--- src/rtl/mem_port_arbiter_if.sv ---
`default_nettype none
// +--------------------------------------------------------------------------+
// | mem_port_arbiter_if                                                      |
// | Bus bundle between the core's fetch/data ports, the arbiter and the      |
// | shared single-ported memory.                                             |
// | Rev 1.0 - initial release                                                |
// +--------------------------------------------------------------------------+
interface mem_port_arbiter_if;
  // core status
  logic        halted;
  // instruction-fetch port
  logic        if_req;
  logic [31:0] if_addr;
  logic        if_gnt;
  logic        if_rvalid;
  logic [31:0] if_rdata;
  // data port
  logic        d_req;
  logic        d_we;
  logic [31:0] d_addr;
  logic [31:0] d_wdata;
  logic        d_gnt;
  logic        d_rvalid;
  logic [31:0] d_rdata;
  // physical memory port
  logic        mem_en;
  logic        mem_we;
  logic [31:0] mem_addr;
  logic [31:0] mem_wdata;
  logic [31:0] mem_rdata;
  // status
  logic        busy;

  // Core/memory side: drives requests and read data, observes grants.
  modport master (
    output halted,
    output if_req, if_addr,
    input  if_gnt, if_rvalid, if_rdata,
    output d_req, d_we, d_addr, d_wdata,
    input  d_gnt, d_rvalid, d_rdata,
    input  mem_en, mem_we, mem_addr, mem_wdata,
    output mem_rdata,
    input  busy
  );

  // Arbiter side.
  modport slave (
    input  halted,
    input  if_req, if_addr,
    output if_gnt, if_rvalid, if_rdata,
    input  d_req, d_we, d_addr, d_wdata,
    output d_gnt, d_rvalid, d_rdata,
    output mem_en, mem_we, mem_addr, mem_wdata,
    input  mem_rdata,
    output busy
  );
endinterface
`default_nettype wire

--- src/rtl/mem_port_arbiter.sv ---
`default_nettype none
// +--------------------------------------------------------------------------+
// | mem_port_arbiter                                                         |
// | Serialises instruction-fetch and data accesses onto one fixed-latency    |
// | single-ported memory. Data has priority; fetch wins after MAX_STREAK     |
// | consecutive data grants. Read data is routed back to the issuing port.   |
// | Rev 1.0 - initial release                                                |
// +--------------------------------------------------------------------------+
module mem_port_arbiter #(
  parameter int MEM_LAT    = 2,   // 1..15
  parameter int MAX_STREAK = 4    // 1..15
) (
  input  logic               clk,
  input  logic               rst_b,
  mem_port_arbiter_if.slave  bus
);

  localparam logic [3:0] c_LAT_INIT   = 4'(MEM_LAT - 1);
  localparam logic [3:0] c_STREAK_MAX = 4'(MAX_STREAK);

  typedef enum logic [0:0] {
    S_IDLE    = 1'b0,
    S_RD_WAIT = 1'b1
  } state_t;

  state_t     r_state;
  logic [3:0] r_lat_cnt;
  logic [3:0] r_streak;
  logic       r_owner_data;   // 0 = fetch owns the outstanding read, 1 = data

  logic w_idle;
  logic w_if_ok;
  logic w_fetch_ovr;
  logic w_d_gnt;
  logic w_if_gnt;
  logic w_rd_done;

  // Arbitration: grants only in IDLE and never while reset is asserted, so
  // every output reads 0 during reset regardless of the request inputs.
  assign w_idle      = rst_b && (r_state == S_IDLE);
  assign w_if_ok     = bus.if_req && !bus.halted;
  assign w_fetch_ovr = w_if_ok && (r_streak == c_STREAK_MAX);
  assign w_d_gnt     = w_idle && bus.d_req && !w_fetch_ovr;
  assign w_if_gnt    = w_idle && w_if_ok && (w_fetch_ovr || !bus.d_req);

  // Final RD_WAIT cycle: memory data is valid now.
  assign w_rd_done   = (r_state == S_RD_WAIT) && (r_lat_cnt == 4'd0);

  assign bus.if_gnt    = w_if_gnt;
  assign bus.d_gnt     = w_d_gnt;

  assign bus.mem_en    = w_d_gnt || w_if_gnt;
  assign bus.mem_we    = w_d_gnt && bus.d_we;
  assign bus.mem_addr  = w_d_gnt  ? bus.d_addr  :
                         w_if_gnt ? bus.if_addr : 32'd0;
  assign bus.mem_wdata = (w_d_gnt && bus.d_we) ? bus.d_wdata : 32'd0;

  assign bus.if_rvalid = w_rd_done && !r_owner_data;
  assign bus.d_rvalid  = w_rd_done &&  r_owner_data;
  assign bus.if_rdata  = (w_rd_done && !r_owner_data) ? bus.mem_rdata : 32'd0;
  assign bus.d_rdata   = (w_rd_done &&  r_owner_data) ? bus.mem_rdata : 32'd0;

  assign bus.busy      = (r_state == S_RD_WAIT);

  // Transaction FSM with latency tracking, read ownership and streak count.
  always_ff @(posedge clk or negedge rst_b) begin
    if (!rst_b) begin
      r_state      <= S_IDLE;
      r_lat_cnt    <= 4'd0;
      r_streak     <= 4'd0;
      r_owner_data <= 1'b0;
    end else begin
      case (r_state)
        S_IDLE: begin
          // Writes finish in the grant cycle; only reads leave IDLE.
          if (w_d_gnt) begin
            if (!bus.d_we) begin
              r_state      <= S_RD_WAIT;
              r_lat_cnt    <= c_LAT_INIT;
              r_owner_data <= 1'b1;
            end
          end else if (w_if_gnt) begin
            r_state      <= S_RD_WAIT;
            r_lat_cnt    <= c_LAT_INIT;
            r_owner_data <= 1'b0;
          end

          // Streak counts data grants that made a pending fetch wait.
          if (w_if_gnt || !bus.if_req) begin
            r_streak <= 4'd0;
          end else if (w_d_gnt && (r_streak != c_STREAK_MAX)) begin
            r_streak <= r_streak + 4'd1;
          end
        end

        S_RD_WAIT: begin
          if (r_lat_cnt == 4'd0) begin
            r_state <= S_IDLE;
          end else begin
            r_lat_cnt <= r_lat_cnt - 4'd1;
          end
        end

        default: begin
          r_state <= S_IDLE;
        end
      endcase
    end
  end

endmodule
`default_nettype wire

--- src/flat_wrapper.sv ---
// flat-port wrapper written by rule: the top's interface ports become plain ports
module mem_port_arbiter_flat 
#(
  parameter int MEM_LAT    = 2,           
  parameter int MAX_STREAK = 4            
)
  (clk, rst_b, bus_halted, bus_if_req, bus_if_addr, bus_if_gnt, bus_if_rvalid, bus_if_rdata, bus_d_req, bus_d_we, bus_d_addr, bus_d_wdata, bus_d_gnt, bus_d_rvalid, bus_d_rdata, bus_mem_en, bus_mem_we, bus_mem_addr, bus_mem_wdata, bus_mem_rdata, bus_busy);
  mem_port_arbiter_if bus_i ();
  input  logic clk;
  input  logic rst_b;
  input wire logic [$bits(bus_i.halted)-1:0] bus_halted;
  input wire logic [$bits(bus_i.if_req)-1:0] bus_if_req;
  input wire logic [$bits(bus_i.if_addr)-1:0] bus_if_addr;
  output wire logic [$bits(bus_i.if_gnt)-1:0] bus_if_gnt;
  output wire logic [$bits(bus_i.if_rvalid)-1:0] bus_if_rvalid;
  output wire logic [$bits(bus_i.if_rdata)-1:0] bus_if_rdata;
  input wire logic [$bits(bus_i.d_req)-1:0] bus_d_req;
  input wire logic [$bits(bus_i.d_we)-1:0] bus_d_we;
  input wire logic [$bits(bus_i.d_addr)-1:0] bus_d_addr;
  input wire logic [$bits(bus_i.d_wdata)-1:0] bus_d_wdata;
  output wire logic [$bits(bus_i.d_gnt)-1:0] bus_d_gnt;
  output wire logic [$bits(bus_i.d_rvalid)-1:0] bus_d_rvalid;
  output wire logic [$bits(bus_i.d_rdata)-1:0] bus_d_rdata;
  output wire logic [$bits(bus_i.mem_en)-1:0] bus_mem_en;
  output wire logic [$bits(bus_i.mem_we)-1:0] bus_mem_we;
  output wire logic [$bits(bus_i.mem_addr)-1:0] bus_mem_addr;
  output wire logic [$bits(bus_i.mem_wdata)-1:0] bus_mem_wdata;
  input wire logic [$bits(bus_i.mem_rdata)-1:0] bus_mem_rdata;
  output wire logic [$bits(bus_i.busy)-1:0] bus_busy;
  assign bus_i.halted = bus_halted;
  assign bus_i.if_req = bus_if_req;
  assign bus_i.if_addr = bus_if_addr;
  assign bus_if_gnt = bus_i.if_gnt;
  assign bus_if_rvalid = bus_i.if_rvalid;
  assign bus_if_rdata = bus_i.if_rdata;
  assign bus_i.d_req = bus_d_req;
  assign bus_i.d_we = bus_d_we;
  assign bus_i.d_addr = bus_d_addr;
  assign bus_i.d_wdata = bus_d_wdata;
  assign bus_d_gnt = bus_i.d_gnt;
  assign bus_d_rvalid = bus_i.d_rvalid;
  assign bus_d_rdata = bus_i.d_rdata;
  assign bus_mem_en = bus_i.mem_en;
  assign bus_mem_we = bus_i.mem_we;
  assign bus_mem_addr = bus_i.mem_addr;
  assign bus_mem_wdata = bus_i.mem_wdata;
  assign bus_i.mem_rdata = bus_mem_rdata;
  assign bus_busy = bus_i.busy;
  mem_port_arbiter #(.MEM_LAT(MEM_LAT), .MAX_STREAK(MAX_STREAK)) u_core (.clk(clk), .rst_b(rst_b), .bus(bus_i));
endmodule
--- config.mk ---
export PLATFORM = sky130hd
export DESIGN_NAME = mem_port_arbiter_flat
export DESIGN_NICKNAME = d
export VERILOG_FILES = /design/src/rtl/mem_port_arbiter_if.sv /design/src/rtl/mem_port_arbiter.sv /design/src/flat_wrapper.sv
export SDC_FILE = /design/constraint.sdc
export NUM_CORES = 1
export LEC_CHECK = 0
export BUFFER_PORTS_ARGS = -buffer_cell sky130_fd_sc_hd__buf_2
export CORE_AREA = 5 5 100 102
export CTS_CLUSTER_SIZE = 28
export DETAILED_ROUTE_END_ITERATION = 16
export DIE_AREA = 0 0 105 107
export GPL_ROUTABILITY_DRIVEN = 1
export GPL_TIMING_DRIVEN = 0
export HOLD_SLACK_MARGIN = 0.15
export SYNTH_ARGS = -nofsm -noshare
export SYNTH_HDL_FRONTEND = slang
export SYNTH_SLANG_ARGS = --single-unit
--- constraint.sdc ---
create_clock -name clk -period 4.25 [get_ports clk]
set_input_delay 0.6375 -clock clk [delete_from_list [all_inputs] [get_ports clk]]
set_output_delay 0.6375 -clock clk [all_outputs]
set_load 0.005 [all_outputs]
==> results.sh <==
export IMPL_dp_hpwl_um=9620
export IMPL_layout_nets=718
export IMPL_drive_gt1_frac=0.504
export IMPL_hold_path_class="in -> async"
export IMPL_postSynthNetCount=445
export IMPL_grt_met1_usage=0.229
export IMPL_wl_um=11200
export IMPL_worst_setup_path_end_kind="primary output"
export IMPL_crit_end="bus_if_rdata[10]"
export IMPL_slew_violations=0
export IMPL_clock_latency_ns=0.23
export IMPL_hold_viol=0
export IMPL_cap_violations=0
export IMPL_status="finished, final reports clean"
export IMPL_final_common_cell="buf_2"
export IMPL_io_pins=269
export IMPL_route_detailed_drc=0
export IMPL_grt_overflow=0
export IMPL_first_pass_iters=4
export IMPL_finalCriticalPeriod_ns=2.84
export IMPL_die_y_um=107
export IMPL_grt_pass1_vias=3205
export IMPL_reg2regPathDepth=5
export IMPL_worstSetupStartpointType="register"
export IMPL_rows=35
export IMPL_antenna_found_initial=0
export IMPL_num_vias=3346
export IMPL_seqPwrFrac=0.164
export IMPL_insertedDiodeCount=0
export IMPL_p_leak_uw=0.00206
export IMPL_critPathLaunch="u_core.r_lat_cnt[0]"
export IMPL_fmax_mhz=352
export IMPL_critical_path_required_ns=3.61
export IMPL_drt_wirelength_per_cell_um=16.2
export IMPL_finClkSkew_ns=0.00227
export IMPL_setup_tns_ns=0
export IMPL_multi_input_area_um2=1700
export IMPL_rrSetupSlack_ns=2.53
export IMPL_r2r_end="u_core.r_lat_cnt[1]"
export IMPL_busiest_layer="met2"
export IMPL_regArea_um2=250
export IMPL_cts_sinks=10
export IMPL_rsz0062_at_grt="false"
export IMPL_vias_per_cell=4.85
export IMPL_syn_area_um2=2200
export IMPL_clock_root_buffer="clkbuf_8"
export IMPL_synth_ff_latch_count=10
export IMPL_crit_type="reg -> out"
export IMPL_pwr_share_comb=0.740
export IMPL_finalCritPeriodShare=0.668
export IMPL_syn_avg_cell_area_um2=7.15
export IMPL_cts_htree_levels=1
export IMPL_hold_buffers=0
export IMPL_area_growth_pct=69.1
export IMPL_p_total_uw=1030
export IMPL_die_area_um2=11200
export IMPL_syn_inst=308
export IMPL_setup_viol=0
export IMPL_grtUsageMet2=0.317
export IMPL_portBuffers=268
export IMPL_switching_power_uw=489
export IMPL_switching_share=0.476
export IMPL_powerDensity_nw_per_um2=276
export IMPL_crit_fanout=10
export IMPL_pwr_share_clk=0.097
export IMPL_stdcell_area_um2=3720
export IMPL_cts_tree="yes"
export IMPL_ys_types=43
export IMPL_dpl_cell_area_um2=3680
export IMPL_p_int_uw=538
export IMPL_post_cts_resized=0
export IMPL_met3_usage=0.0355
export IMPL_ant_nets=0
export IMPL_worstReg2RegStart="u_core.r_streak[0]"
export IMPL_gp_congestion=0.876
export IMPL_yosysSeqAreaShare=0.114
export IMPL_die_w_um=105
export IMPL_ys_flop_type="dfrtp_1"
export IMPL_core_area_um2=9020
export IMPL_synth_edf_count=0
export IMPL_synthArstFlopShare=1.00
export IMPL_clk_pin_slew_ns=0.05
export IMPL_grt_pass1_wl_um=16700
export IMPL_cts_made_buffers=3
export IMPL_ys_top_cells_by_area="and2_1 (28%), o2111ai_1 (13%), dfrtp_1 (11%), o211ai_1 (11%), a21oi_1 (8.0%)"
export IMPL_layout_common_cells="buf_2 (276), and2_1 (97), a21oi_1 (35), o211ai_1 (33), o2111ai_1 (32)"
export IMPL_synth_warnings=0
export IMPL_dr_first_iter_drc_count=189
export IMPL_postCtsSetupRepairBufs=0
export IMPL_fillerInstances=982
export IMPL_start_util=0.244
export IMPL_arrival_ns=2.20
export IMPL_grtUsageTotal=0.178
export IMPL_synth_top_cell_by_area="and2_1"
export IMPL_maxSlewHeadroom=0.706
export IMPL_synth_top_area_frac=0.276
export IMPL_worst_pin_slew_ns=0.441
export IMPL_cts_buffer_depth=2
export IMPL_grt_max_degree=15
export IMPL_peakVddDrop_uv=107
[kinds of logic after synthesis]
group | count (synthesis) | synth area share
mux | 2 | 0.00910
fa+ha+maj | 3 | 0.0171
compound gates | 118 | 0.392
simple gates | 122 | 0.356
flops | 10 | 0.114
buf+inv | 53 | 0.112
[per-layer routing]
layer	part of all wire	vias to the layer above
met5	0	-
met4	0.0087	0
met3	0.055	8
met1	0.41	1545
met2	0.53	112
li1	-	1681
[how the worst min path moves through the flow]
| stage | from | end | slack, ns | cells after the start |
|---|---|---|---|---|
| global route | rst_b | u_core.r_streak[3] | 0.32 | 1 |
| detailed placement | u_core.r_lat_cnt[1] | u_core.r_lat_cnt[1] | 0.53 | 1 |
| finish | rst_b | u_core.r_lat_cnt[3] | 0.31 | 1 |
| floorplan | rst_b | u_core.bus.busy | 0.34 | 0 |
| global placement | u_core.r_owner_data | u_core.r_owner_data | 0.52 | 2 |
| CTS | rst_b | u_core.r_owner_data | 0.31 | 1 |
[flip-flops by register name, summed over array words and instances (netlist names)]
| name | cells |
|---|---|
| u_core.bus.busy | 1 |
| u_core.r_owner_data | 1 |
| u_core.r_streak | 4 |
| u_core.r_lat_cnt | 4 |
[synthesized netlist by cell type (2+ instances only)]
master     instances
clkinv_1           2
a211oi_1           2
buf_2              8
buf_1              2
buf_6              5
a31oi_1            2
a21oi_1           35
nand2b_1           5
and2_1            97
nor2_1             3
a31o_2             2
o22ai_1            3
ha_1               3
o211ai_1          33
clkbuf_1          24
mux2i_1            2
inv_1             12
nand2_1            3
o2111ai_1         32
dfrtp_1           10
[stage by stage]
| step | worst slack [ns] | hold slack [ns] | instances | util |
|---|---|---|---|---|
| after floorplan | 2.08 | 0.342 | 308 | - |
| after global placement | 1.56 | 0.524 | 687 | 0.408 |
| after detailed placement | 1.54 | 0.534 | 687 | 0.408 |
| after CTS | 1.42 | 0.307 | 690 | 0.413 |
| after global routing | 1.17 | 0.317 | 690 | 0.413 |
| final | 1.41 | 0.307 | 690 | 0.413 |
[layout make-up]
type                    instances  area share
clock buffers                   3      0.0111
repair buffers                268       0.360
inverters                      14      0.0141
flip-flops and latches         10      0.0672
well taps                     111      0.0373
plain buffers                  39      0.0521
multi-input cells             245       0.458
[power by group through the flow]
stage | sequential [uW] | clock, uW | combinational, uW
after CTS | 167 | 104 | 766
after global placement | 166 | 0 | 751
after detailed placement | 167 | 0 | 763
final | 168 | 99.3 | 760
after floorplan | 162 | 0 | 462
after global routing | 174 | 108 | 845
[worst max-delay path, cell delays in order (launching register included)]
cell and delay (ns):
dfrtp_1 0.40, inv_1 0.08, ha_1 0.22, nand4bb_1 0.25, nor2_1 0.37, clkbuf_1 0.33
and2_1 0.19, buf_2 0.11
(Power assumes the default switching activity.)
